<file path="src/rtl/fetch_pkg.sv">
// Shared fetch/decode definitions: datapath widths, the NOP encoding, the
// default reset PC, the fetch-to-decode payload and the instruction field
// slices that the decoder uses.
package fetch_pkg;

    localparam int unsigned PC_W   = 32;
    localparam int unsigned INST_W = 32;
    localparam int unsigned PERF_W = 32;

    localparam logic [INST_W-1:0] NOP_INST         = 32'h0000_0000;
    localparam logic [PC_W-1:0]   RESET_PC_DEFAULT = 32'h0000_0000;

    // Instruction field bit positions (msb/lsb)
    localparam int unsigned OPCODE_MSB = 31;
    localparam int unsigned OPCODE_LSB = 27;
    localparam int unsigned RD_MSB     = 26;
    localparam int unsigned RD_LSB     = 22;
    localparam int unsigned RS_MSB     = 21;
    localparam int unsigned RS_LSB     = 17;
    localparam int unsigned RT_MSB     = 16;
    localparam int unsigned RT_LSB     = 12;
    localparam int unsigned SHAMT_MSB  = 11;
    localparam int unsigned SHAMT_LSB  = 7;
    localparam int unsigned ALUOP_MSB  = 6;
    localparam int unsigned ALUOP_LSB  = 2;
    localparam int unsigned IMMED_MSB  = 16;
    localparam int unsigned IMMED_LSB  = 0;
    localparam int unsigned TARGET_MSB = 26;
    localparam int unsigned TARGET_LSB = 0;

    localparam int unsigned REG_W    = 5;
    localparam int unsigned IMMED_W  = IMMED_MSB - IMMED_LSB + 1;
    localparam int unsigned TARGET_W = TARGET_MSB - TARGET_LSB + 1;

    // Fetch-to-decode payload
    typedef struct packed {
        logic              valid;
        logic [INST_W-1:0] inst;
        logic [PC_W-1:0]   pc;
        logic [PC_W-1:0]   pc_plus1;
    } fd_bus_t;

    function automatic logic [REG_W-1:0] inst_opcode(input logic [INST_W-1:0] inst);
        return inst[OPCODE_MSB:OPCODE_LSB];
    endfunction

    function automatic logic [REG_W-1:0] inst_rd(input logic [INST_W-1:0] inst);
        return inst[RD_MSB:RD_LSB];
    endfunction

    function automatic logic [REG_W-1:0] inst_rs(input logic [INST_W-1:0] inst);
        return inst[RS_MSB:RS_LSB];
    endfunction

    function automatic logic [REG_W-1:0] inst_rt(input logic [INST_W-1:0] inst);
        return inst[RT_MSB:RT_LSB];
    endfunction

    function automatic logic [REG_W-1:0] inst_shamt(input logic [INST_W-1:0] inst);
        return inst[SHAMT_MSB:SHAMT_LSB];
    endfunction

    function automatic logic [REG_W-1:0] inst_aluop(input logic [INST_W-1:0] inst);
        return inst[ALUOP_MSB:ALUOP_LSB];
    endfunction

    function automatic logic [IMMED_W-1:0] inst_immed(input logic [INST_W-1:0] inst);
        return inst[IMMED_MSB:IMMED_LSB];
    endfunction

    function automatic logic [TARGET_W-1:0] inst_target(input logic [INST_W-1:0] inst);
        return inst[TARGET_MSB:TARGET_LSB];
    endfunction

endpackage

</file>
<file path="src/rtl/fetch_perf_ctr.sv">
// Single-event wrapping counter used for fetch performance statistics.
// Ports:
//   clock    - clock, rising edge
//   reset    - synchronous active-high clear
//   event_i  - count enable, one increment per cycle it is high
//   count_o  - current count (reflects events up to the previous cycle)
module fetch_perf_ctr
    import fetch_pkg::*;
(
    input  logic              clock,
    input  logic              reset,
    input  logic              event_i,
    output logic [PERF_W-1:0] count_o
);

    logic [PERF_W-1:0] count_q;
    logic [PERF_W-1:0] count_d;

    // Next count: wraps naturally at 2^PERF_W
    always_comb begin
        count_d = count_q;
        if (event_i) begin
            count_d = count_q + PERF_W'(1);
        end
    end

    always_ff @(posedge clock) begin
        if (reset) begin
            count_q <= '0;
        end else begin
            count_q <= count_d;
        end
    end

    assign count_o = count_q;

endmodule

</file>
<file path="src/rtl/fetch_stage.sv">
// Instruction fetch stage feeding the decoder. Holds the PC, drives a
// synchronous-read instruction memory and presents {inst, pc, pc+1} under a
// valid/ready handshake. Downstream redirects squash the presented word.
// The instruction memory output itself acts as the pipeline register, so the
// only local state is the last issued address and its valid bit.
//
// Optional feature macro: FETCH_PERF_EN adds perf_fetched/perf_stall/
// perf_redirect wrapping event counters.
//
// Ports:
//   clock, reset    - clock and synchronous active-high reset
//   fetch_en        - 1 allows fetching, 0 idles the stage
//   imem_addr       - word address to imem (combinational from next-PC mux)
//   imem_data       - imem read data, valid the cycle after imem_addr
//   dec_ready       - decoder accepts fd_* this cycle
//   redirect_valid  - taken branch/jump; squash and refetch at redirect_pc
//   redirect_pc     - redirect target (word address)
//   fd_valid        - fd_* carry a real instruction
//   fd_inst         - instruction, NOP when fd_valid is low
//   fd_pc           - PC of fd_inst
//   fd_pc_plus1     - fd_pc + 1 (wraps at 32 bits)
//   perf_*          - event counters (FETCH_PERF_EN only)
module fetch_stage
    import fetch_pkg::*;
#(
    parameter int unsigned      ADDR_W   = 12,
    parameter logic [PC_W-1:0]  RESET_PC = RESET_PC_DEFAULT
) (
    input  logic                clock,
    input  logic                reset,
    input  logic                fetch_en,
    output logic [ADDR_W-1:0]   imem_addr,
    input  logic [INST_W-1:0]   imem_data,
    input  logic                dec_ready,
    input  logic                redirect_valid,
    input  logic [PC_W-1:0]     redirect_pc,
    output logic                fd_valid,
    output logic [INST_W-1:0]   fd_inst,
    output logic [PC_W-1:0]     fd_pc,
    output logic [PC_W-1:0]     fd_pc_plus1
`ifdef FETCH_PERF_EN
    ,
    output logic [PERF_W-1:0]   perf_fetched,
    output logic [PERF_W-1:0]   perf_stall,
    output logic [PERF_W-1:0]   perf_redirect
`endif
);

    logic [PC_W-1:0] a_q;
    logic [PC_W-1:0] a_d;
    logic            v_q;
    logic            v_d;
    logic            transfer;
    logic            stall;
    fd_bus_t         fd_bus;

    assign transfer = v_q & dec_ready;
    assign stall    = v_q & ~dec_ready;

    // Next-address priority: reset > redirect > stall > advance/hold.
    // A stall keeps v high even with fetch_en low so the word is not lost.
    always_comb begin
        a_d = a_q;
        v_d = fetch_en;
        if (reset) begin
            a_d = RESET_PC;
            v_d = 1'b0;
        end else if (redirect_valid) begin
            a_d = redirect_pc;
            v_d = fetch_en;
        end else if (stall) begin
            a_d = a_q;
            v_d = 1'b1;
        end else if (transfer) begin
            a_d = a_q + PC_W'(1);
        end
    end

    always_ff @(posedge clock) begin
        if (reset) begin
            a_q <= RESET_PC;
            v_q <= 1'b0;
        end else begin
            a_q <= a_d;
            v_q <= v_d;
        end
    end

    // imem aliases modulo 2^ADDR_W; upper PC bits are not checked
    assign imem_addr = a_d[ADDR_W-1:0];

    always_comb begin
        fd_bus.valid    = v_q;
        fd_bus.inst     = v_q ? imem_data : NOP_INST;
        fd_bus.pc       = a_q;
        fd_bus.pc_plus1 = a_q + PC_W'(1);
    end

    assign fd_valid    = fd_bus.valid;
    assign fd_inst     = fd_bus.inst;
    assign fd_pc       = fd_bus.pc;
    assign fd_pc_plus1 = fd_bus.pc_plus1;

`ifdef FETCH_PERF_EN
    fetch_perf_ctr u_perf_fetched (
        .clock   (clock),
        .reset   (reset),
        .event_i (transfer),
        .count_o (perf_fetched)
    );

    fetch_perf_ctr u_perf_stall (
        .clock   (clock),
        .reset   (reset),
        .event_i (stall),
        .count_o (perf_stall)
    );

    fetch_perf_ctr u_perf_redirect (
        .clock   (clock),
        .reset   (reset),
        .event_i (redirect_valid),
        .count_o (perf_redirect)
    );
`endif

endmodule

</file>
<file path="config.mk">
export PLATFORM = sky130hd
export DESIGN_NAME = fetch_stage
export DESIGN_NICKNAME = d
export VERILOG_FILES = /design/src/rtl/fetch_pkg.sv /design/src/rtl/fetch_perf_ctr.sv /design/src/rtl/fetch_stage.sv
export SDC_FILE = /design/constraint.sdc
export NUM_CORES = 1
export LEC_CHECK = 0
export BUFFER_PORTS_ARGS = -buffer_cell sky130_fd_sc_hd__clkbuf_2
export CORE_MARGIN = 3
export CORE_UTILIZATION = 44
export CTS_CLUSTER_DIAMETER = 80
export DETAILED_ROUTE_END_ITERATION = 8
export PLACE_DENSITY_LB_ADDON = 0.25
export SETUP_SLACK_MARGIN = 0.02
export SLEW_MARGIN = 25
export SYNTH_ARGS = -nofsm -noshare
export SYNTH_HDL_FRONTEND = slang
export SYNTH_SLANG_ARGS = --single-unit
</file>
<file path="constraint.sdc">
create_clock -name clock -period 2.67 [get_ports clock]
set_input_delay 0 -clock clock [delete_from_list [all_inputs] [get_ports clock]]
set_output_delay 0 -clock clock [all_outputs]
set_load 0.03 [all_outputs]
</file>
==> impl_metrics.sql, run 1 <==
INSERT INTO impl_metrics (metric_group, metric, value, unit) VALUES
('clocking', 'cts_max_path_buffers', '2', ''),
('setup_path', 'slowest_stage', 'sky130_fd_sc_hd__or4_1', ''),
('global_routing', 'antenna_found_initial', '0', ''),
('pwr', 'power_leakage', '1.82', 'nW'),
('timing', 'max_freq', '398', 'MHz'),
('die', 'io-pin-count', '178', ''),
('die', 'die_h', '86.1', 'µm'),
('layout', 'fin_nets', '636', ''),
('setup_path', 'timing.critical_path.slowest_cell_delay', '0.55', 'ns'),
('timing', 'totalNegativeSetupSlack', '0', 'ns'),
('yosys', 'synth_compound_gate_area_share', '17.7', '%'),
('global_routing', 'grt_max_degree', '41', ''),
('place', 'globalplace.congestion', '0.839', ''),
('global_routing', 'grt_util_all_layers', '27.0', '%'),
('yosys', 'synthMuxAreaShare', '0', '%'),
('status', 'outcome', 'finished, final reports clean', ''),
('pwr', 'power.switching_fraction', '40.9', '%'),
('yosys', 'yosys.area_share.xor_xnor', '12.1', '%'),
('yosys', 'synth_seq_area_share', '23.4', '%'),
('detailed_routing', 'final_antenna_net_count', '0', ''),
('yosys', 'netlist-cell-type-count', '44', ''),
('yosys', 'syn_area_per_cell', '7.31', 'µm²'),
('clocking', 'cts_setup_buffers', '0', ''),
('yosys', 'yosys_register_bits', '33', ''),
('die', 'die_outline_area', '7410', 'µm²'),
('setup_path', 'worst_setup_path_end_kind', 'primary output', ''),
('clocking', 'clock_tree.htree_level_count', '2', ''),
('clocking', 'clock_latency', '0.29', 'ns'),
('place', 'io_buffers', '177', ''),
('setup_path', 'critPathMaxFanout', '8', ''),
('yosys', 'synth_edf_count', '0', ''),
('layout', 'final_cells', '642', ''),
('worst_hold_path', 'worstHoldPathType', 'in2reg', ''),
('yosys', 'post_synth_fa_ha_maj_area_fraction', '0.443', '%'),
('worst_hold_path', 'min_delay_path_depth', '3', ''),
('pwr', 'seq_power_share', '38.5', '%'),
('yosys', 'postSynth.topFlopCell', 'sky130_fd_sc_hd__dfxtp_1', ''),
('pwr', 'switchingPower', '0.000635', 'W'),
('setup_path', 'worst-path-buf-inv', '1', ''),
('place', 'placed_cells', '616', ''),
('worst_hold_path', 'hold_path_startpoint', 'redirect_pc[4]', ''),
('clocking', 'tritoncts_clock_tree', 'yes', ''),
('die', 'rows', '28', ''),
('layout', 'utilization', '66.8', '%'),
('setup_path', 'r2r_end', 'fd_pc[20]', ''),
('timing', 'rsz_0062_raised_after_global_routing', 'no', ''),
('setup_path', 'r2r_startpoint', 'fd_pc[0]', ''),
('timing', 'worst_clock_skew', '0.00505', 'ns'),
('pwr', 'clockPowerShare', '24.0', '%'),
('setup_path', 'worstRegToRegCells', '5', ''),
('timing', 'final_period_minus_worst_setup_slack', '2.51', 'ns'),
('layout', 'most_frequent_standard_cell_in_the_layout_excluding_fill_and_tap_cells', 'sky130_fd_sc_hd__clkbuf_2', ''),
('clocking', 'cts_buffers', '5', ''),
('yosys', 'netlist_area', '2820', 'µm²'),
('place', 'dp.final_hpwl', '7570', 'µm'),
('detailed_routing', 'num_vias', '3575', ''),
('detailed_routing', 'viasPerCell', '5.57', ''),
('global_routing', 'grt.overflow.total', '0', ''),
('setup_path', 'arrival_time_of_data_at_the_critical_path_endpoint', '2.51', 'ns'),
('layout', 'num-fill-cells', '561', ''),
('detailed_routing', 'detailedRoute.firstPassIterationCount', '4', ''),
('setup_path', 'path_class', 'reg2out', ''),
('setup_path', 'startpoint_type', 'flip-flop', ''),
('die', 'floorplan.initialDensity', '46.6', '%'),
('pwr', 'power_density', '383', 'nW/µm²'),
('timing', 'max_slew.worst_pin.slew', '0.820', 'ns'),
('detailed_routing', 'drc', '0', ''),
('layout', 'final_layout_size_suffix_gt1_share', '36.9', '%'),
('run', 'cap_violations', '0', ''),
('worst_hold_path', 'hold_path_end', 'fd_pc[4]', ''),
('yosys', 'postSynth.asyncResetShare', '0', '%');
==> layout make-up <==
cell class / instances / area (µm²) / area share (%)
flip-flops and latches: 33 / 663 / 16.4
inverters: 11 / 41.3 / 1.02
well taps: 75 / 93.8 / 2.32
repair buffers: 212 / 1210 / 29.8
multi-input cells: 303 / 1970 / 48.5
clock buffers: 8 / 80.1 / 1.98
==> metal layers <==
layer,part of all wire [%],wire length [µm],global-route usage (%)
met5,0,0,0
met4,1.5,150,6.76
met3,8.6,865,7.78
met2,48,4840,44.4
met1,42,4210,34.8
==> repair_timing <==
item	4_1_cts	5_1_grt
hold buffers	18	0
endpoints found under the hold margin	18	0
resized for setup	0	2
endpoints found under the setup margin	0	1
==> power groups by stage <==
stage | logic, W | clock network (W) | registers (W)
final | 0.000582 | 0.000372 | 0.000597
after global routing | 0.000623 | 0.000396 | 0.000604
after CTS | 0.000582 | 0.000380 | 0.000595
after global placement | 0.000556 | 0 | 0.000602
after floorplan | 0.000331 | 0 | 0.000642
after detailed placement | 0.000559 | 0 | 0.000606
==> Yosys cell counts (2+ instances only) <==
| library cell | number | area share, % |
|---|---|---|
| sky130_fd_sc_hd__a311oi_1 | 13 | 4.0 |
| sky130_fd_sc_hd__a2bb2oi_1 | 2 | 0.62 |
| sky130_fd_sc_hd__nor2_1 | 34 | 4.5 |
| sky130_fd_sc_hd__nor2b_1 | 3 | 0.66 |
| sky130_fd_sc_hd__nor3b_1 | 2 | 0.53 |
| sky130_fd_sc_hd__and2_1 | 32 | 7.1 |
| sky130_fd_sc_hd__xor2_1 | 11 | 3.4 |
| sky130_fd_sc_hd__nand2_1 | 25 | 3.3 |
| sky130_fd_sc_hd__o31ai_1 | 4 | 1.1 |
| sky130_fd_sc_hd__dfxtp_1 | 33 | 23 |
| sky130_fd_sc_hd__and3_1 | 4 | 0.89 |
| sky130_fd_sc_hd__nand3_1 | 21 | 3.7 |
| sky130_fd_sc_hd__and4_1 | 10 | 3.1 |
| sky130_fd_sc_hd__or3_1 | 8 | 1.8 |
| sky130_fd_sc_hd__nor4_1 | 13 | 2.9 |
| sky130_fd_sc_hd__a21oi_1 | 9 | 1.6 |
| sky130_fd_sc_hd__a221oi_1 | 2 | 0.62 |
| sky130_fd_sc_hd__o21ai_0 | 10 | 1.8 |
| sky130_fd_sc_hd__inv_1 | 11 | 1.5 |
| sky130_fd_sc_hd__nand3b_1 | 3 | 0.80 |
| sky130_fd_sc_hd__buf_2 | 8 | 1.4 |
| sky130_fd_sc_hd__or4_1 | 5 | 1.3 |
| sky130_fd_sc_hd__nand4_1 | 16 | 3.5 |
| sky130_fd_sc_hd__xnor2_1 | 28 | 8.7 |
| sky130_fd_sc_hd__clkbuf_1 | 24 | 3.2 |
| sky130_fd_sc_hd__a2111oi_0 | 4 | 1.2 |
| sky130_fd_sc_hd__a211oi_1 | 19 | 5.1 |
| sky130_fd_sc_hd__nor3_1 | 12 | 2.1 |
| sky130_fd_sc_hd__buf_1 | 5 | 0.66 |
==> registers in the layout, summed over array words and instances, names as in the netlist <==
signal / count
fd_valid: 1
fd_pc: 32
==> worst max-delay path by stage <==
stage | endpoint | depth (start not counted)
6_report | imem_addr[11] | 5
5_1_grt | imem_addr[11] | 5
4_1_cts | imem_addr[11] | 5
3_5_place_dp | fd_pc[20] | 5
3_3_place_gp | fd_pc[20] | 5
2_1_floorplan | imem_addr[9] | 6
==> tightest hold or removal path, cell delays in order <==
cell	delay, ns
sky130_fd_sc_hd__clkbuf_2	0.08
sky130_fd_sc_hd__nor2_1	0.11
sky130_fd_sc_hd__a311oi_1	0.06
==> per-stage QoR <==
stage | area (µm²) | power, W | hold WS (ns) | worst slack, ns
after floorplan | 2830 | 0.000973 | 0.118 | 0.143
after global placement | 3790 | 0.00116 | 0.211 | 0.411
after detailed placement | 3790 | 0.00117 | 0.226 | 0.317
after CTS | 4050 | 0.00156 | 0.00358 | 0.127
after global routing | 4050 | 0.00162 | 0.0271 | 0.0288
final | 4050 | 0.00155 | 0.0104 | 0.156
==> kinds of logic after synthesis <==
kind of cell	after synthesis
flip-flops	33
adder cells (fa/ha/maj)	1
AO/OA/AOI/OAI	69
XOR/XNOR	39
buffers and inverters	50
AND/OR/NAND/NOR	194
No activity file was read; power rests on OpenSTA's default activity.
==> inputs of run 2 (changes only) <==
--- a/config.mk
+++ b/config.mk
@@ -7,7 +7,7 @@
 export LEC_CHECK = 0
 export BUFFER_PORTS_ARGS = -buffer_cell sky130_fd_sc_hd__clkbuf_2
 export CORE_MARGIN = 3
-export CORE_UTILIZATION = 44
+export CORE_UTILIZATION = 40
 export CTS_CLUSTER_DIAMETER = 80
 export DETAILED_ROUTE_END_ITERATION = 8
 export PLACE_DENSITY_LB_ADDON = 0.25
==> run 2 against run 1 <==
Net effect: final area rose by 0.19%; power rose by 0.33%; non-clock buffer count fell by 1; fmax rose by 0.91%; flip-flop and latch count did not move; combinational power barely moved; largest cell class unchanged; first-iteration DRC count fell by 1.0%; largest power group unchanged; die area rose by 9.3%; register-to-register slack barely moved; critical path type unchanged; via count rose by 1.8%; clock power rose by 1%; highest routed layer unchanged; core utilization fell by 5.4 points.
==> impl_metrics.sql, run 2 (same netlist as run 1, synthesis figures left out) <==
INSERT INTO impl_metrics (metric_group, metric, value, unit) VALUES
('status', 'outcome', 'finished, final reports clean', ''),
('die', 'floorplan.initialDensity', '42.7', '%'),
('place', 'dpl_cell_area', '3800', 'µm²'),
('pwr', 'internal-power', '0.000909', 'W'),
('setup_path', 'path_class', 'reg2out', ''),
('setup_path', 'critPathMaxFanout', '8', ''),
('global_routing', 'grt_max_degree', '38', ''),
('global_routing', 'global_route_wire_length_before_repair', '16700', 'µm'),
('layout', 'fin_nets', '635', ''),
('setup_path', 'startpoint_type', 'flip-flop', ''),
('pwr', 'clockPowerShare', '24.2', '%'),
('pwr', 'switchingPower', '0.000646', 'W'),
('global_routing', 'grt.overflow.total', '0', ''),
('clocking', 'cts_num_sinks', '33', ''),
('clocking', 'cts.root.buffer_cell', 'sky130_fd_sc_hd__clkbuf_8', ''),
('place', 'globalplace.congestion', '0.863', ''),
('timing', 'finalMaxSlewViolations', '0', ''),
('layout', 'antennaDiodeCount', '0', ''),
('detailed_routing', 'num_vias', '3640', ''),
('die', 'die_h', '90.0', 'µm'),
('layout', 'finish.instance_area', '4060', 'µm²'),
('clocking', 'cts_max_path_buffers', '2', ''),
('layout', 'area.growth.synth_to_final', '43.7', '%'),
('layout', 'largest_register_ff_count', '32', ''),
('timing', 'worst_clock_skew', '0.00840', 'ns'),
('layout', 'most-common-layout-cells', 'sky130_fd_sc_hd__clkbuf_2, sky130_fd_sc_hd__nor2_1, sky130_fd_sc_hd__and2_1', ''),
('timing', 'max_freq', '401', 'MHz'),
('clocking', 'clock_tree.htree_level_count', '2', ''),
('die', 'die_width', '90.0', 'µm'),
('pwr', 'power_leakage', '1.82', 'nW'),
('detailed_routing', 'final_antenna_net_count', '0', ''),
('layout', 'most_frequent_standard_cell_in_the_layout_excluding_fill_and_tap_cells', 'sky130_fd_sc_hd__clkbuf_2', ''),
('global_routing', 'grt_util_all_layers', '24.4', '%'),
('run', 'cap_violations', '0', ''),
('timing', 'rsz_0062_raised_after_global_routing', 'no', ''),
('pwr', 'seq_power_share', '38.4', '%'),
('setup_path', 'arrival_time_of_data_at_the_critical_path_endpoint', '2.49', 'ns'),
('detailed_routing', 'viasPerCell', '5.52', ''),
('global_routing', 'first_global_vias', '3419', ''),
('worst_hold_path', 'worstHoldPathType', 'in2reg', ''),
('clocking', 'cts_setup_buffers', '0', ''),
('timing', 'finalCritPeriodShare', '93.3', '%'),
('clocking', 'tritoncts_clock_tree', 'yes', ''),
('pwr', 'power.combinational.fraction', '37.4', '%'),
('detailed_routing', 'post_drt_wl_per_cell', '15.8', 'µm'),
('place', 'dp.final_hpwl', '7820', 'µm'),
('setup_path', 'worst_setup_path_end_kind', 'primary output', ''),
('layout', 'final_layout_size_suffix_gt1_share', '37.6', '%'),
('die', 'core-area', '6600', 'µm²'),
('detailed_routing', 'drc', '0', ''),
('clocking', 'clk_transition_reported_paths', '0.07', 'ns'),
('detailed_routing', 'detailedRoute.firstPassIterationCount', '5', ''),
('layout', 'num-fill-cells', '636', ''),
('die', 'rows', '29', ''),
('place', 'io_buffers', '177', ''),
('timing', 'hold_viol', '0', ''),
('die', 'die_outline_area', '8100', 'µm²'),
('detailed_routing', 'postRouteWirelength', '10400', 'µm'),
('timing', 'max_slew.worst_pin.slew', '0.654', 'ns'),
('timing', 'final_period_minus_worst_setup_slack', '2.49', 'ns'),
('die', 'io-pin-count', '178', ''),
('detailed_routing', 'initialDrtViolationCount', '189', ''),
('pwr', 'power_density', '383', 'nW/µm²'),
('clocking', 'clock_latency', '0.29', 'ns'),
('timing', 'totalNegativeSetupSlack', '0', 'ns'),
('setup_path', 'worst-endpoint-required', '2.67', 'ns'),
('timing', 'worst_slew_margin_rel', '56.4', '%'),
('pwr', 'power.switching_fraction', '41.6', '%'),
('timing', 'setup_viol', '0', ''),
('global_routing', 'antenna_found_initial', '0', ''),
('clocking', 'cts_buffers', '5', ''),
('pwr', 'worst_ir_drop_vdd', '0.234', 'mV');
-- run 2: cell count changes in the layout (fill, tap and decap cells not counted), sizes merged --
cell	previous run	this run
clkinv	1	3
clkbuf	185	182
dlygate4sd3	18	16
buf	17	19
-- run 2: final timing paths --
check | end | from | slack (ns) | cells past startpoint
setup / recovery | imem_addr[11] | fd_pc[4] | 0.18 | 5
hold reg to reg | fd_pc[1] | fd_pc[1] | 0.55 | 2
setup reg to reg | fd_pc[20] | fd_pc[0] | 0.30 | 5
hold / removal | fd_pc[21] | redirect_pc[21] | 0.005 | 3
-- run 2: layout make-up --
cell class	count	area (µm²)	share of cell area (%)
Clock inverter	2	10.0	0.247
Timing Repair Buffer	211	1180	29.2
Multi-Input combinational cell	303	1970	48.6
Clock buffer	6	72.6	1.79
Sequential cell	33	663	16.3
Tap cell	93	116	2.87
Inverter	11	41.3	1.02
-- run 2: critical path: stages (launching register included) --
cell,delay [ns]
sky130_fd_sc_hd__dfxtp_1,0.48
sky130_fd_sc_hd__nand2_1,0.23
sky130_fd_sc_hd__or3_1,0.41
sky130_fd_sc_hd__or4_1,0.55
sky130_fd_sc_hd__a311oi_2,0.27
sky130_fd_sc_hd__clkbuf_2,0.26
-- run 2: through the flow --
| stage | utilization, % | setup WS (ns) | total power, W | hold WS (ns) | cells |
|---|---|---|---|---|---|
| floorplan | - | 0.143 | 0.000973 | 0.118 | 386 |
| global placement | 57.6 | 0.382 | 0.00116 | 0.229 | 635 |
| detailed placement | 57.6 | 0.321 | 0.00117 | 0.240 | 635 |
| CTS | 61.3 | 0.123 | 0.00156 | 0.000640 | 659 |
| global route | 61.4 | 0.0284 | 0.00163 | 0.00731 | 659 |
| finish | 61.4 | 0.179 | 0.00156 | 0.00463 | 659 |
-- run 2: power groups by stage --
stage	Combinational (W)	Sequential, W	Clock, W
global placement	0.000557	0.000603	0
CTS	0.000582	0.000595	0.000380
finish	0.000582	0.000597	0.000377
floorplan	0.000331	0.000642	0
global route	0.000620	0.000605	0.000405
detailed placement	0.000560	0.000607	0
-- run 2: metal layers --
layer	track usage, %	share of wire [%]
met1	30.8	42
met2	41.8	49
met3	5.93	7.5
met4	5.87	1.4
met5	0	0
-- run 2: repair_timing --
item / in CTS / in global routing
setup endpoints to repair: 0 / 2
endpoints found under the hold margin: 16 / 0
hold buffers: 16 / 0
resized for setup: 0 / 5
